### src/rtl/bin_to_bcd_seq_if.sv
// Handshake and result bundle between the ALU-side requester and the
// binary-to-digit converter feeding the 7-segment display driver.
interface bin_to_bcd_seq_if #(
   parameter int WIDTH = 8
);
   logic             start;
   logic [WIDTH-1:0] value;
   logic             is_signed;
   logic             hex_mode;
   logic             busy;
   logic             done;
   logic             neg;
   logic [3:0]       d0;
   logic [3:0]       d1;
   logic [3:0]       d2;
   logic [3:0]       d3;

   modport master (
      output start, value, is_signed, hex_mode,
      input  busy, done, neg, d0, d1, d2, d3
   );

   modport slave (
      input  start, value, is_signed, hex_mode,
      output busy, done, neg, d0, d1, d2, d3
   );
endinterface

### src/rtl/bin_to_bcd_seq.sv
// Sequential binary-to-digit converter: iterative double-dabble BCD or hex
// passthrough, with digits updated only on completion.
module bin_to_bcd_seq #(
   parameter int WIDTH = 8
) (
   input  logic            clk,
   input  logic            rst,
   bin_to_bcd_seq_if.slave bus
);
   localparam int CW = $clog2(WIDTH + 1);

   typedef enum logic [0:0] {
      IDLE  = 1'b0,
      SHIFT = 1'b1
   } state_t;

   state_t           state_r;
   logic [WIDTH-1:0] mag_r;
   logic [15:0]      bcd_r;
   logic [CW-1:0]    cnt_r;
   logic             neg_pending_r;
   logic             busy_r;
   logic             done_r;
   logic             neg_r;
   logic [15:0]      digits_r;

   logic             neg_in_s;
   logic [WIDTH-1:0] mag_s;
   logic [15:0]      bcd_adj_s;
   logic [15:0]      bcd_next_s;
   logic             last_iter_s;

   // Add 3 to every BCD nibble that is 5 or more before the next shift.
   function automatic logic [15:0] dabble_adjust(input logic [15:0] bcd);
      logic [15:0] res;
      res = 16'h0000;
      for (int i = 0; i < 4; i++) begin
         if (bcd[4*i +: 4] >= 4'd5) begin
            res[4*i +: 4] = bcd[4*i +: 4] + 4'd3;
         end else begin
            res[4*i +: 4] = bcd[4*i +: 4];
         end
      end
      return res;
   endfunction

   // Operand magnitude and next double-dabble step. Negating in WIDTH bits
   // already gives the right unsigned magnitude for the most negative value.
   always_comb begin
      neg_in_s = bus.is_signed & bus.value[WIDTH-1];
      if (neg_in_s) begin
         mag_s = ~bus.value + {{(WIDTH-1){1'b0}}, 1'b1};
      end else begin
         mag_s = bus.value;
      end
      bcd_adj_s   = dabble_adjust(bcd_r);
      bcd_next_s  = {bcd_adj_s[14:0], mag_r[WIDTH-1]};
      last_iter_s = (cnt_r == CW'(WIDTH - 1));
   end

   // Conversion FSM with registered handshake and digit outputs.
   always_ff @(posedge clk or posedge rst) begin
      if (rst) begin
         state_r       <= IDLE;
         mag_r         <= '0;
         bcd_r         <= 16'h0000;
         cnt_r         <= '0;
         neg_pending_r <= 1'b0;
         busy_r        <= 1'b0;
         done_r        <= 1'b0;
         neg_r         <= 1'b0;
         digits_r      <= 16'h0000;
      end else begin
         done_r <= 1'b0;
         case (state_r)
            IDLE: begin
               if (bus.start) begin
                  if (bus.hex_mode) begin
                     digits_r <= 16'(bus.value);
                     neg_r    <= 1'b0;
                     done_r   <= 1'b1;
                  end else begin
                     mag_r         <= mag_s;
                     neg_pending_r <= neg_in_s;
                     bcd_r         <= 16'h0000;
                     cnt_r         <= '0;
                     busy_r        <= 1'b1;
                     state_r       <= SHIFT;
                  end
               end
            end
            SHIFT: begin
               bcd_r <= bcd_next_s;
               mag_r <= {mag_r[WIDTH-2:0], 1'b0};
               cnt_r <= cnt_r + CW'(1);
               if (last_iter_s) begin
                  digits_r <= bcd_next_s;
                  neg_r    <= neg_pending_r;
                  busy_r   <= 1'b0;
                  done_r   <= 1'b1;
                  state_r  <= IDLE;
               end
            end
            default: begin
               busy_r  <= 1'b0;
               state_r <= IDLE;
            end
         endcase
      end
   end

   assign bus.busy = busy_r;
   assign bus.done = done_r;
   assign bus.neg  = neg_r;
   assign bus.d0   = digits_r[3:0];
   assign bus.d1   = digits_r[7:4];
   assign bus.d2   = digits_r[11:8];
   assign bus.d3   = digits_r[15:12];
endmodule

### src/flat_wrapper.sv
// flat-port wrapper written by rule: the top's interface ports become plain ports
module bin_to_bcd_seq_flat 
#(
   parameter int WIDTH = 8
)
  (clk, rst, bus_start, bus_value, bus_is_signed, bus_hex_mode, bus_busy, bus_done, bus_neg, bus_d0, bus_d1, bus_d2, bus_d3);
  bin_to_bcd_seq_if #(.WIDTH(WIDTH)) bus_i ();
  input  logic clk;
  input  logic rst;
  input wire logic [$bits(bus_i.start)-1:0] bus_start;
  input wire logic [$bits(bus_i.value)-1:0] bus_value;
  input wire logic [$bits(bus_i.is_signed)-1:0] bus_is_signed;
  input wire logic [$bits(bus_i.hex_mode)-1:0] bus_hex_mode;
  output wire logic [$bits(bus_i.busy)-1:0] bus_busy;
  output wire logic [$bits(bus_i.done)-1:0] bus_done;
  output wire logic [$bits(bus_i.neg)-1:0] bus_neg;
  output wire logic [$bits(bus_i.d0)-1:0] bus_d0;
  output wire logic [$bits(bus_i.d1)-1:0] bus_d1;
  output wire logic [$bits(bus_i.d2)-1:0] bus_d2;
  output wire logic [$bits(bus_i.d3)-1:0] bus_d3;
  assign bus_i.start = bus_start;
  assign bus_i.value = bus_value;
  assign bus_i.is_signed = bus_is_signed;
  assign bus_i.hex_mode = bus_hex_mode;
  assign bus_busy = bus_i.busy;
  assign bus_done = bus_i.done;
  assign bus_neg = bus_i.neg;
  assign bus_d0 = bus_i.d0;
  assign bus_d1 = bus_i.d1;
  assign bus_d2 = bus_i.d2;
  assign bus_d3 = bus_i.d3;
  bin_to_bcd_seq #(.WIDTH(WIDTH)) u_core (.clk(clk), .rst(rst), .bus(bus_i));
endmodule
### config.mk
export PLATFORM = sky130hd
export DESIGN_NAME = bin_to_bcd_seq_flat
export DESIGN_NICKNAME = d
export VERILOG_FILES = /design/src/rtl/bin_to_bcd_seq_if.sv /design/src/rtl/bin_to_bcd_seq.sv /design/src/flat_wrapper.sv
export SDC_FILE = /design/constraint.sdc
export NUM_CORES = 1
export LEC_CHECK = 0
export ABC_AREA = 1
export CORE_MARGIN = 3
export CORE_UTILIZATION = 56
export CTS_CLUSTER_SIZE = 14
export DETAILED_ROUTE_END_ITERATION = 6
export PLACE_DENSITY = 0.85
export SLEW_MARGIN = 20
export SYNTH_ARGS = -nofsm -noshare
export SYNTH_HDL_FRONTEND = slang
export SYNTH_SLANG_ARGS = --single-unit
export TNS_END_PERCENT = 10
### constraint.sdc
create_clock -name clk -period 1.75 [get_ports clk]
set_clock_uncertainty 0.15 [all_clocks]
set_input_delay 0.2625 -clock clk [delete_from_list [all_inputs] [get_ports clk]]
set_output_delay 0.2625 -clock clk [all_outputs]
set_load 0.005 [all_outputs]
==> impl_metrics.py <==
metrics = {
    "run_status": {
        "status": "finished, final reports clean",
    },
    "synthesis": {
        "syn_inst": 333,
        "synth-seq-cells": 49,
        "synth_nets": 356,
        "synth_cell_types": 26,
        "synth_seq_area_share": 0.457,
        "synth_area_um2": 2680,
        "synth.avg_cell_area_um2": 8.05,
        "synth_top_area_cell": "dfrtp_1",
        "ys_warn_count": 0,
        "yosys.area.top_type_share": 0.457,
        "synth.area.top_cells": "dfrtp_1, nand2_1, nand3_1, inv_1, ha_1",
    },
    "clock_tree": {
        "clock-sinks": 49,
        "clkLatencyLatePin_ns": 0.30,
        "cts_tree": "built",
        "postCtsHoldBufs": 0,
        "ctsResizeCount": 0,
        "clockBufferDepth": 2,
        "cts-htree-levels": 2,
        "root_buffer": "clkbuf_8",
        "postCtsSetupBuffers": 0,
        "cts_made_buffers": 5,
        "clk_pin_slew_worst_paths_ns": 0.09,
    },
    "critical_path": {
        "cp.arrival_ns": 1.20,
        "crit_type": "flop to output port",
        "crit_start": "u_core.digits_r[5]$_DFFE_PP0P_",
        "max_stage_delay_ns": 0.52,
        "cp_max_fo": 2,
        "crit_chain": "clkdlybuf4s50_1",
        "path_buf_inv": 1,
        "r2r_start": "u_core.state_r$_DFF_PP0_",
        "cpLargestDelayFamily": "buffers and inverters",
        "cp-start-kind": "flop",
        "slowest_stage": "clkdlybuf4s50_1",
        "cp.required_ns": 1.34,
        "worstSetupEndpointType": "output port",
    },
    "power_and_ir_drop": {
        "leakagePower_nw": 1.62,
        "power.total_mw": 5.66,
        "ir_drop_v": 0.000937,
        "power_density_nw_per_um2": 1770,
    },
    "cells_and_area": {
        "fillerInstances": 362,
        "area_growth_pct": 19.1,
        "drive_above_1_share": 0.133,
        "diodes": 0,
        "final_nets": 397,
        "fin_area_um2": 3190,
    },
    "placed_design": {
        "place.gp.congestion": 0.923,
        "dpl_cell_area_um2": 3100,
        "dp.final_hpwl_um": 4420,
        "pre_cts_ws_ns": 0.0400,
        "port_buffers": 31,
    },
    "timing": {
        "fmax_mhz": 619,
        "min_period_ns": 1.62,
        "hold_viol_final": 0,
        "tightestPinTransition_ns": 0.395,
        "relSlewSlack": 0.737,
        "setup_viol": 0,
        "rsz0062_at_grt": "false",
        "setup_ws_ns": 0.135,
        "fin_setup_tns_ns": 0,
        "fin_crit_sh": 0.923,
        "slew_viol_final": 0,
    },
    "floorplanning": {
        "die-area_um2": 5650,
        "core_um2": 4470,
        "io_pins": 32,
        "dieWidth_um": 75.2,
        "die_h_um": 75.2,
        "fp-row-count": 24,
        "initial_core_util": 0.599,
    },
    "drt": {
        "drcViolationCount": 0,
        "via_per_inst": 5.53,
        "ant_nets": 0,
        "drt_first_pass_iters": 4,
        "wire_per_inst_um": 13.6,
        "drt_iter0_drc": 178,
        "drt-total-wl_um": 5790,
        "vias": 2362,
    },
    "flow_run": {
        "cap_violations": 0,
    },
    "min_path": {
        "hold_path_class": "primary input to asynchronous set/reset pin",
    },
    "grt": {
        "grt_pass1_vias": 2184,
        "grt_pass1_wl_um": 9830,
        "grt.overflow.total": 0,
        "grt.total_usage": 0.225,
        "grt_max_degree": 50,
        "grt_antenna_before_repair": 0,
    },
}
## cell usage in the layout, fill, tap and decap left out, drive strengths merged
master | Yosys | layout
a21oi | 10 | 10
buf | 10 | 13
clkbuf | 0 | 5
clkdlybuf4s50 | 0 | 31
clkinv | 0 | 2
clkinvlp | 0 | 1
dfrtp | 49 | 49
ha | 10 | 10
inv | 36 | 36
nand2 | 112 | 112
nand3 | 36 | 36
nand4 | 9 | 9
nor2 | 24 | 24
o211ai | 1 | 1
o21a | 1 | 1
o21ai | 31 | 31
o22ai | 3 | 3
o31ai | 1 | 1
## sequential cells by signal, summed over array words and instances, names as in the netlist
register / flops
u_core.digits_r: 16
u_core.mag_r: 8
u_core.neg_pending_r: 1
u_core.bcd_r: 16
u_core.state_r: 1
u_core.cnt_r: 4
u_core.bus.busy: 1
u_core.bus.done: 1
u_core.bus.neg: 1
## synthesized netlist by cell type
| library cell | n |
|---|---|
| a21oi_1 | 5 |
| a21oi_2 | 5 |
| buf_12 | 1 |
| buf_2 | 4 |
| buf_4 | 2 |
| buf_6 | 3 |
| dfrtp_1 | 49 |
| ha_1 | 10 |
| inv_1 | 34 |
| inv_2 | 1 |
| inv_6 | 1 |
| nand2_1 | 107 |
| nand2_2 | 5 |
| nand3_1 | 34 |
| nand3_2 | 2 |
| nand4_1 | 9 |
| nor2_1 | 15 |
| nor2_2 | 4 |
| nor2_4 | 5 |
| o211ai_1 | 1 |
| o21a_1 | 1 |
| o21ai_0 | 25 |
| o21ai_1 | 1 |
| o21ai_2 | 5 |
| o22ai_1 | 3 |
| o31ai_1 | 1 |
## per-layer routing
layer	up-vias	GRT usage	routed length, µm
met5	-	0	0
met4	0	0.0563	56
met3	7	0.0401	274
met2	82	0.392	2960
met1	1111	0.290	2500
li1	1162	-	-
## final timing paths
kind	end	slack, ns	cells after the start
max in group asynchronous	u_core.bcd_r[5]$_DFFE_PP0P_	1.06	3
worst max register to register	u_core.digits_r[3]$_DFFE_PP0P_	0.17	5
min in group clk	u_core.bus.neg$_DFFE_PP0P_	0.34	2
worst min-delay path	u_core.digits_r[13]$_DFFE_PP0P_	0.16	3
worst max-delay path	bus_d1[1]	0.13	1
worst min register to register	u_core.bus.neg$_DFFE_PP0P_	0.34	2
## through the flow
step	utilization	hold WS [ns]	std cells
after floorplan	-	0.283	333
after global placement	0.694	0.314	419
after detailed placement	0.694	0.317	419
after CTS	0.713	0.177	427
after global routing	0.714	0.173	427
final	0.714	0.163	427
## worst register-to-register path, delay by kind of cell (launching register included)
family,cells,cell delay (ns)
flops,1,0.59
buf+inv,1,0.32
simple gates,3,0.31
compound gates,1,0.15
## logic make-up after synthesis
logic type	count (synthesis)	share of synthesized area
compound gates	47	0.106
fa+ha+maj	10	0.0467
buf+inv	46	0.0854
flops	49	0.457
simple gates	181	0.305
## power breakdown
group	internal (mW)	switching [mW]	leakage, nW
clock	0.277	0.374	0.0439
sequential	1.66	0.358	0.605
combinational	1.29	1.71	0.967
## area by class of cell
class	instances	area [µm²]	share of cell area
clock inverter	3	17.5	0.00548
timing repair buffer	44	445	0.139
clock buffer	5	68.8	0.0215
inverter	36	140	0.0439
tap	52	65.1	0.0204
multi-input combinational	238	1230	0.385
sequential	49	1230	0.384
Power figures use the tool's default switching activity.
